## src/rtl/fifo_sk6812_tx.sv

```systemverilog
// SK6812 serial transmitter fed from the read port of the RGBW FIFO.
// Pops one GRBW word per LED, sends it MSB-first as NRZ pulses, then holds
// the line low for the latch period at the end of each frame.
//
// state   | meaning
// --------+-----------------------------------------------------------
// S_IDLE  | line low, waiting for en with a word available
// S_BIT   | driving one bit period of the current word
// S_FETCH | one low clock between words, pops the next word
// S_LATCH | line low for the reset/latch period, frame_done on exit
module fifo_sk6812_tx #(
    parameter int DATA_SIZE = 32,
    parameter int NUM_LEDS  = 64,
    parameter int T_BIT     = 120,
    parameter int T0H       = 29,
    parameter int T1H       = 58,
    parameter int T_RESET   = 7680
) (
    input  logic                 r_clk,
    input  logic                 r_rst_n,
    input  logic                 en,
    input  logic                 r_empty,
    input  logic [DATA_SIZE-1:0] r_data,
    output logic                 r_en,
    output logic                 led_dout,
    output logic                 busy,
    output logic                 frame_done,
    output logic                 underrun
);

    localparam int TMR_MAX = (T_BIT > T_RESET) ? T_BIT : T_RESET;
    localparam int TMR_W   = $clog2(TMR_MAX + 1);
    localparam int LED_W   = (NUM_LEDS > 1) ? $clog2(NUM_LEDS) : 1;
    localparam int IDX_W   = $clog2(DATA_SIZE);

    // The bit timer counts down from T_BIT-1, so "high for the first N clocks"
    // becomes "timer still at or above T_BIT-N".
    localparam logic [TMR_W-1:0] TMR_BIT  = TMR_W'(T_BIT - 1);
    localparam logic [TMR_W-1:0] TMR_RST  = TMR_W'(T_RESET);
    localparam logic [TMR_W-1:0] HI0_TC   = TMR_W'(T_BIT - T0H);
    localparam logic [TMR_W-1:0] HI1_TC   = TMR_W'(T_BIT - T1H);
    localparam logic [TMR_W-1:0] TMR_ONE  = TMR_W'(1);
    localparam logic [LED_W-1:0] LED_LAST = LED_W'(NUM_LEDS - 1);
    localparam logic [IDX_W-1:0] IDX_TOP  = IDX_W'(DATA_SIZE - 1);

    typedef enum logic [1:0] {S_IDLE, S_BIT, S_FETCH, S_LATCH} state_t;

    state_t               state, state_nxt;
    logic [TMR_W-1:0]     tmr;
    logic [IDX_W-1:0]     bit_idx;
    logic [LED_W-1:0]     led_cnt;
    logic [DATA_SIZE-1:0] sh;

    // State register
    always_ff @(posedge r_clk or negedge r_rst_n) begin
        if (!r_rst_n) state <= S_IDLE;
        else          state <= state_nxt;
    end

    // Next-state decode
    always_comb begin
        state_nxt = state;
        case (state)
            S_IDLE:  if (en && !r_empty) state_nxt = S_BIT;
            S_BIT:   if (tmr == '0 && bit_idx == '0)
                         state_nxt = (led_cnt == LED_LAST) ? S_LATCH : S_FETCH;
            S_FETCH: state_nxt = r_empty ? S_LATCH : S_BIT;
            S_LATCH: if (tmr == '0) state_nxt = S_IDLE;
            default: state_nxt = S_IDLE;
        endcase
    end

    // Outputs; r_en is held off during reset so the FIFO never pops while held
    always_comb begin
        r_en       = 1'b0;
        led_dout   = 1'b0;
        busy       = (state != S_IDLE);
        frame_done = 1'b0;
        case (state)
            S_IDLE:  r_en = r_rst_n && en && !r_empty;
            S_BIT:   led_dout = (tmr >= (sh[DATA_SIZE-1] ? HI1_TC : HI0_TC));
            S_FETCH: r_en = r_rst_n && !r_empty;
            S_LATCH: frame_done = (tmr == '0);
            default: ;
        endcase
    end

    // Datapath: shift register, bit/LED indices, shared down-timer, sticky underrun
    always_ff @(posedge r_clk or negedge r_rst_n) begin
        if (!r_rst_n) begin
            tmr      <= '0;
            bit_idx  <= '0;
            led_cnt  <= '0;
            sh       <= '0;
            underrun <= 1'b0;
        end else begin
            case (state)
                S_IDLE: begin
                    if (en && !r_empty) begin
                        sh      <= r_data;
                        bit_idx <= IDX_TOP;
                        tmr     <= TMR_BIT;
                        led_cnt <= '0;
                    end
                end
                S_BIT: begin
                    if (tmr != '0) begin
                        tmr <= tmr - TMR_ONE;
                    end else if (bit_idx != '0) begin
                        sh      <= {sh[DATA_SIZE-2:0], 1'b0};
                        bit_idx <= bit_idx - 1'b1;
                        tmr     <= TMR_BIT;
                    end else if (led_cnt == LED_LAST) begin
                        tmr <= TMR_RST;
                    end else begin
                        led_cnt <= led_cnt + 1'b1;
                    end
                end
                S_FETCH: begin
                    if (!r_empty) begin
                        sh      <= r_data;
                        bit_idx <= IDX_TOP;
                        tmr     <= TMR_BIT;
                    end else begin
                        tmr      <= TMR_RST;
                        underrun <= 1'b1;
                    end
                end
                S_LATCH: begin
                    if (tmr != '0) tmr <= tmr - TMR_ONE;
                end
                default: ;
            endcase
        end
    end

endmodule
```

## config.mk

```make
export PLATFORM = sky130hd
export DESIGN_NAME = fifo_sk6812_tx
export DESIGN_NICKNAME = d
export VERILOG_FILES = /design/src/rtl/fifo_sk6812_tx.sv
export SDC_FILE = /design/constraint.sdc
export NUM_CORES = 1
export LEC_CHECK = 0
export ABC_AREA = 1
export CAP_MARGIN = 20
export CELL_PAD_IN_SITES_DETAIL_PLACEMENT = 0
export CELL_PAD_IN_SITES_GLOBAL_PLACEMENT = 1
export CORE_ASPECT_RATIO = 0.6
export CORE_MARGIN = 2
export CORE_UTILIZATION = 50
export DETAILED_ROUTE_END_ITERATION = 12
export DONT_BUFFER_PORTS = 1
export PLACE_DENSITY = 0.82
export SLEW_MARGIN = 15
export SYNTH_ARGS = -nofsm -noshare
export SYNTH_HDL_FRONTEND = slang
export SYNTH_SLANG_ARGS = --single-unit
```

## constraint.sdc

```tcl
create_clock -name r_clk -period 2.8 [get_ports r_clk]
set_input_delay 0.28 -clock r_clk [delete_from_list [all_inputs] [get_ports r_clk]]
set_output_delay 0.28 -clock r_clk [all_outputs]
set_load 0.01 [all_outputs]
```

==> results by stage, run 1 <==
Clocking:
- The post-cts resize count is 0.
- The tree built by TritonCTS fans out to 59 sinks.
- The total CTS buffers is 9.
- The cell sitting at the root of the clock tree is a sky130_fd_sc_hd__clkbuf_16.
- The later pin in the worst-skew pair is clocked with a latency of 320 ps.
- The post-cts hold buffer count is 2.
- The longest clock path from root to sink contains 2 buffers.
- Post-CTS timing repair inserted 0 buffers for setup.
- The H-tree depth is 3.
- The register clock-pin slew on the reported worst setup and hold paths is 50 ps.
- TritonCTS built the clock tree.

Status:
- The final reports fail on DRC.
- The flow ran to the end, but the final reports show violations.

Pwr:
- The power density normalized to cell area is 1080 nW/um2.
- The worst ir drop on vdd is 0.000407 V.
- The leakage component of the power is 0.00199 uW.

Placement:
- During placement, the flow inserted port buffers numbering 0.
- The last weighted congestion value of the routability-driven placer is 0.887.
- After detailed placement, the design holds a cell count of 530.
- The placed wire-length estimate after detailed placement is 5400 um.
- The placed instances occupy a cell area of 3590 um2.

Synthesis:
- The number of instances in the synthesized netlist is 457.
- The average cell area after synthesis is 7.79 um2.
- The sequential element share of the synthesized area is 0.415.
- The synthesized design contains 59 register bits.
- The mapped netlist covers 3560 um2.
- The most common cell in the synthesized netlist is sky130_fd_sc_hd__nand2_1.
- The proportion of netlist area held by the largest area contributor is 0.415.
- For this run, the number of Yosys warnings is 0.
- Ranked by instance count, the synthesized netlist is headed by sky130_fd_sc_hd__nand2_1 (149), sky130_fd_sc_hd__dfrtp_1 (59), sky130_fd_sc_hd__nand3_1 (38).
- For this run, the leading register cell type out of synthesis is sky130_fd_sc_hd__dfrtp_1.
- In this run, synthesis inferred 0 flip-flops with an integrated enable.
- The total nets after synthesis is 502.
- Of all flip-flops after synthesis, the portion carrying an async set or reset was 1.00.
- Of all cell types, the one taking the most synthesized area is sky130_fd_sc_hd__dfrtp_1.
- In this run, distinct cell masters in the synthesized netlist total 29.
- Ranked by total cell area, the synthesized netlist is headed by sky130_fd_sc_hd__dfrtp_1 (41%), sky130_fd_sc_hd__nand2_1 (16%), sky130_fd_sc_hd__mux2i_1 (8.7%).

Worst setup path:
- Following the worst setup path forward leads to its endpoint at led_dout.
- The depth of the worst register-to-register path is 9.
- The delay contributed by the slowest stage of the critical path is 460 ps.
- Along the worst path, the maximum fanout reaches 5.
- The slowest cell on the critical path is sky130_fd_sc_hd__dfrtp_1.
- The worst setup path is captured at an output pin.
- The signal on the critical path passes through ha_1 -> nand2_1 -> nor2_1 -> nor2_1 -> nor2_1 -> o21ai_0 -> nand4_1 -> nand2_1 -> inv_1.
- STA classifies the critical path startpoint as a flop.
- The data required time of the critical path is 2520 ps.
- The slack of the worst reg-to-reg path is 630 ps.
- The startpoint of the worst register-to-register path is state[0].
- The critical path data arrival time is 1910 ps.
- The worst register-to-register path ends at tmr[9].
- The source of the critical timing path is tmr[2].
- The worst setup path is of the reg2out kind.
- The most prevalent standard cell on the critical path is sky130_fd_sc_hd__nor2_1.

Route:
- The remaining antenna violation count after routing is 0.
- The detailed-route wire length per cell is 14.0 um.
- After detailed routing, the number of vias per cell comes to 5.23.
- After detailed routing, the number of remaining DRC violations is 4.
- The final layout contains routed wiring with a total length of 7620 um.
- The number of vias after detailed routing is 2853.
- The number of iterations in the first detailed-routing pass is 9.
- The number of DRC markers after the initial detailed-route iteration is 273.

Layout:
- Once layout is complete, the cells apart from fillers number 546.
- The finished cells cover 3910 um2.
- The area growth from synthesis to layout is 9.91%.
- 0 antenna diodes ended up in the layout.
- The final layout contains 501 nets.
- Fill cells in the final layout number 605.
- The share of layout cells above drive strength 1 is 0.0980.

Timing:
- Measured against its own limit, the worst slew margin works out to 0.620.
- At the pin with the least slew margin, the transition time is 565 ps.
- The final-report max-slew violation count is 0.
- Setup repair after global routing left no endpoint under its margin.
- Subtracting the final worst setup slack from the clock period gives 2190 ps.
- The share of the clock period used by the worst path is 0.781.
- For the final database, setup skew stands at 4.68 ps.
- The total negative slack for setup checks is 0 ps.
- The number of hold-slack violations in the final timing report came to 0.
- The highest attainable clock frequency is 457 MHz.
- The count of endpoints failing setup in the final report is 0.

GRT:
- The met1 layer usage reported by global route is 0.345.
- In the global route stage, met3 resource usage came out at 0.0647.
- The global routing met2 resource utilization is 0.266.
- Global routing finished with a remaining overflow of 0.
- In this run the most used layer during global routing was met1.
- The wire length of the first global-routing pass is 13200 um.
- The number of global-route vias before repair was 2621.
- The largest net degree at the start of global routing is 60.
- The initial antenna violation count is 0.
- Across every metal layer, demand over resource in global routing totals 0.213.

Min path:
- The tightest min-delay check is of the in2reg type.

Floorplan:
- The effective utilization at floorplan is 0.524.
- The overall die height is 69.4 um.
- From left edge to right edge, the die measures 113 um.
- The cell row count is 23.
- The die area is 7840 um2.
- The core region is 6790 um2.
- 41 I/O pins were placed.

Flow run:
- Across the run, the number of max-cap violations was 0.
[worst max-delay path, delay by kind of cell (launching register included)]
kind	cells	cell delay (ps)
AND/OR/NAND/NOR	6	460
buffers and inverters	1	70
adder cells (fa/ha/maj)	1	320
flip-flops	1	460
AO/OA/AOI/OAI	1	280
[per-stage QoR]
stage          utilization  hold slack [ps]  total power (uW)  setup WS (ps)
2_1_floorplan            -            -15.6              2840           1190
3_3_place_gp         0.529            -14.3              3140            593
3_5_place_dp         0.529            -14.0              3170            657
4_1_cts              0.576             99.0              4270            646
5_1_grt              0.576              113              4630            449
6_report             0.576              106              4240            612
[layout make-up]
cell class              count  area [um2]  share of cell area
flip-flops and latches     59        1480               0.377
multi-input cells         342        1830               0.468
repair buffers              4        65.1              0.0166
clock buffers              11         243              0.0620
inverters                  40         150              0.0384
clock inverters             3        40.0              0.0102
well taps                  87         109              0.0278
[worst min path at each step]
stage | cells past startpoint | slack (ps) | from | endpoint
floorplan | 0 | -20 | r_rst_n | bit_idx[0]
global placement | 0 | -10 | r_rst_n | tmr[11]
detailed placement | 0 | -10 | r_rst_n | state[0]
CTS | 2 | 100 | r_data[0] | sh[0]
global route | 2 | 110 | r_data[0] | sh[0]
finish | 2 | 110 | r_data[0] | sh[0]
[report_power, final]
part | internal (uW) | switching [uW]
clock | 698 | 350
combinational | 685 | 1100
sequential | 1160 | 250
[cells in the final DEF, fill, tap and decap left out, types with 9 or more instances in the layout]
cell | synthesis | final
sky130_fd_sc_hd__nand2_1 | 149 | 149
sky130_fd_sc_hd__dfrtp_1 | 59 | 59
sky130_fd_sc_hd__nand3_1 | 38 | 38
sky130_fd_sc_hd__inv_1 | 37 | 37
sky130_fd_sc_hd__mux2i_1 | 31 | 31
sky130_fd_sc_hd__nor2_1 | 29 | 29
sky130_fd_sc_hd__o21ai_1 | 28 | 28
sky130_fd_sc_hd__o21ai_0 | 14 | 14
sky130_fd_sc_hd__o21ai_2 | 9 | 9
sky130_fd_sc_hd__ha_1 | 9 | 9
sky130_fd_sc_hd__clkbuf_16 | 0 | 9
[registers in the layout (all words and copies together), names as in the netlist]
register,flops
tmr,13
bit_idx,5
state,2
led_cnt,6
underrun,1
sh,32
[routing by layer]
layer	vias to the layer above	part of all wire
li1	1480	-
met5	-	0
met4	0	0.0035
met3	2	0.079
met1	1286	0.53
met2	85	0.39
[kinds of logic after synthesis]
logic type                 Yosys count  share of synthesized area
AOI/OAI and AO/OA                   56                     0.0907
and+or+nand+nor                    241                      0.292
DFF                                 59                      0.415
buffers and inverters               56                     0.0713
adders and majority gates            9                     0.0316
muxes                               31                     0.0871
xor gates and xnor gates             5                     0.0123
Power figures use the tool's default switching activity.
==> run 2, diff against run 1 <==
Settings changed: CORE_UTILIZATION 50 to 43, PLACE_DENSITY 0.82 to 0.74.
Clock period 2.8 ns to 1.82 ns, I/O delays scaled along.
==> run 2 against run 1 <==
Compared with the run above: the flow finishes with violations (setup timing); first-iteration DRC count shrank 4.4%; critical endpoint unchanged; critical path type unchanged; critical path depth grew 1; via count grew 9.8%.
==> results by stage, run 2 (synthesis results as in run 1) <==
Status:
- The run finished, with violations left.
- The final reports fail on setup timing.

Placement:
- The number of I/O port buffers came to 0 (unchanged).
- The placed wire-length estimate after detailed placement was 6350 um (+18%).
- The area after detailed placement is 3850 um2 (+7.2%).
- The last weighted congestion value of the routability-driven placer came to 0.901 (+1.7%).
- The worst slack at placement is 29.6 ps (-628 ps).

Timing:
- The number of hold-slack violations in the final timing report is 0 (unchanged).
- The highest attainable clock frequency is 530 MHz.
- The slack of the critical path is -67.8 ps (-680 ps).
- The count of endpoints failing setup in the final report is 1 (+1).
- The smallest clock period supported by the final layout is computed as 1890 ps.
- The share of the clock period used by the worst path is 1.04.
- The final setup skew is 5.35 ps (+0.673 ps).
- The final-report max-slew violation count was 0 (unchanged).
- The actual slew at the worst max-slew pin is 429 ps (-136 ps).
- Setup repair after global routing could not meet its margin everywhere.
- The worst relative slew slack is 0.711 (+0.0914).

Clocking:
- The total clock sinks was 59 (unchanged).
- The maximum clock path buffer count is 2 (unchanged).
- The cell at the root of the clock tree is sky130_fd_sc_hd__clkbuf_16.
- TritonCTS built the clock tree.
- The latest clock arrival within the worst-skew pair is 320 ps (about the same).
- The H-tree depth came to 3 (unchanged).
- The register clock-pin slew on the reported worst setup and hold paths is 50 ps (about the same).
- The total CTS buffers came to 9 (unchanged).

Floorplan:
- The die area is 9050 um2 (+15%).
- The cell row count is 25 (+8.7%).
- The die width is 121 um (+7.6%).
- The effective utilization at floorplan is 0.448 (-0.0761).
- The overall die height is 74.5 um (+7.4%).
- The core footprint is 7950 um2 (+17%).
- The I/O pin count was 41 (unchanged).

Layout:
- The library cell used most frequently in the layout, excluding fill and tap cells, is sky130_fd_sc_hd__nand2_1.
- The design area is 4430 um2 (+13%).
- The antenna diode count was 0 (unchanged).
- In the layout the commonest cells are sky130_fd_sc_hd__nand2_1 (147), sky130_fd_sc_hd__dfrtp_1 (58), sky130_fd_sc_hd__buf_4 (38).
- The largest registers in the layout are sh (32), tmr (13), led_cnt (6).
- The number of flip-flops in the largest register is 32 (unchanged).
- From synthesis to final layout, the design area changed by 24.4%.
- The share of layout cells above drive strength 1 is 0.214 (+0.116).
- The final net count is 544 (+8.6%).
- The register containing the most flip-flops in the final layout is sh.

Worst setup path:
- The peak fanout along the critical path was 3 (-2).
- The critical path data arrival time is 1710 ps (-200 ps).
- The critical path is of the reg2out type.
- For this design, the slowest cell found on the critical path is sky130_fd_sc_hd__dfrtp_1.
- In this run the critical register-to-register path is launched from tmr[6].
- The slack of the worst reg-to-reg path is 110 ps (-520 ps).
- The end of the worst register-to-register path is bit_idx[1].
- The data required time of the critical path was 1640 ps (-880 ps).
- The depth of the worst register-to-register path is 11 (+2).
- The number of buffers and inverters on the critical path is 2 (+1).
- The most prevalent standard cell on the critical path is sky130_fd_sc_hd__inv_2.
- The kind of cell with the highest combined delay along the critical path is simple AND/OR/NAND/NOR gates.
- The worst setup path is captured at an output pin.
- The element type at the critical path start is a flop.
- The delay contributed by the slowest stage of the critical path was 420 ps (-40 ps).
- Walking the worst path, the cells encountered are inv_2 -> ha_4 -> nand2_4 -> nor2_4 -> nor2_2 -> nor2_1 -> o21ai_1 -> nand4_1 -> nand2_1 -> inv_2.
- The critical path starts at sh[31].

Route:
- The DRC violations left is 0 (-4).
- The remaining antenna violation count after routing was 0 (unchanged).
- The detailed-route wire length per cell is 15.1 um (+8.3%).
- The number of iterations in the first detailed-routing pass was 4 (-5).
- The number of vias after detailed routing came to 3132 (+9.8%).
- The via density per instance was 5.12 (-2.1%).
- The total wirelength of the detailed-routed design is 9250 um (+21%).
- The number of DRC markers after the initial detailed-route iteration was 261 (-4.4%).

GRT:
- The residual overflow from global routing is 0 (unchanged).
- The global router's overall resource usage was 0.214 (+0.00166).
- The largest net degree at the start of global routing is 60 (unchanged).
- The initial antenna violation count was 1 (+1).
- The wire length of the first global-routing pass is 14500 um (+10%).
- The number of global-route vias before repair is 2853 (+8.9%).

Min path:
- The number of instances on the worst hold path came to 2 (unchanged).
- The type of the tightest min-delay check is in2reg.
- The worst hold path endpoint is sh[2].
- The worst hold path begins at r_data[2].

Pwr:
- The power density normalized to cell area is 1710 nW/um2 (+58%).
- The worst ir drop on vdd is 0.000651 V (+60%).
- The leakage component of the power came to 0.00223 uW (+12%).

Flow run:
- The number of max-cap violations is 0 (unchanged).
## run 2: cell count changes in the layout (fill, tap and decap cells not counted), moves of 3 or more
cell	change
sky130_fd_sc_hd__nor2_2	+4
sky130_fd_sc_hd__ha_1	-3
sky130_fd_sc_hd__nor2_1	-7
sky130_fd_sc_hd__nand2_4	+3
sky130_fd_sc_hd__buf_4	+37
sky130_fd_sc_hd__buf_6	+3
sky130_fd_sc_hd__inv_1	-4
sky130_fd_sc_hd__nor2_4	+3
## run 2: how the worst max path moves through the flow
stage / end / cells after the start
finish: led_dout / 10
global placement: tmr[9] / 10
global route: led_dout / 10
floorplan: led_cnt[2] / 10
detailed placement: tmr[9] / 10
CTS: led_dout / 10
## run 2: repair_timing
| item | 4_1_cts | 5_1_grt |
|---|---|---|
| resized for setup | 9 | 24 |
| setup endpoints to repair | 2 | 57 |
| hold buffers | 3 | 0 |
| pin swaps | 2 | 9 |
| buffers inserted | 5 | 4 |
| hold endpoints to repair | 60 | 0 |
| cloned | 0 | 2 |
## run 2: metal layers
layer | share of wire | up-vias | track usage
li1 | - | 1567 | -
met5 | 0 | - | 0
met4 | 0.0079 | 0 | 0.0524
met2 | 0.38 | 99 | 0.276
met3 | 0.077 | 9 | 0.0752
met1 | 0.53 | 1457 | 0.334
## run 2: metrics by stage
step                      instances   util  TNS, ps  hold WS [ps]  total power (uW)
final                           612  0.557    -67.8          62.1              7560
after global routing            612  0.557     -173          66.5              8170
after CTS                       606  0.537    -61.5          41.0              7170
after detailed placement        582  0.485        0          -111              5270
after global placement          582  0.485        0          -112              5230
after floorplan                 457      -        0          -114              4370
## run 2: area by class of cell
cell class / instances / area (um2)
Clock buffer: 12 / 246
Clock inverter: 4 / 50.0
Fill cell: 737 / 3520
Inverter: 40 / 155
Multi-Input combinational cell: 342 / 1930
Sequential cell: 59 / 1480
Tap cell: 108 / 135
Timing Repair Buffer: 47 / 437
## run 2: power by group
part           switching [uW]  leakage, uW  internal (uW)  total [uW]
Clock                     588     0.000139           1090        1680
Sequential                315     0.000731           1780        2100
Combinational            2140      0.00136           1650        3780
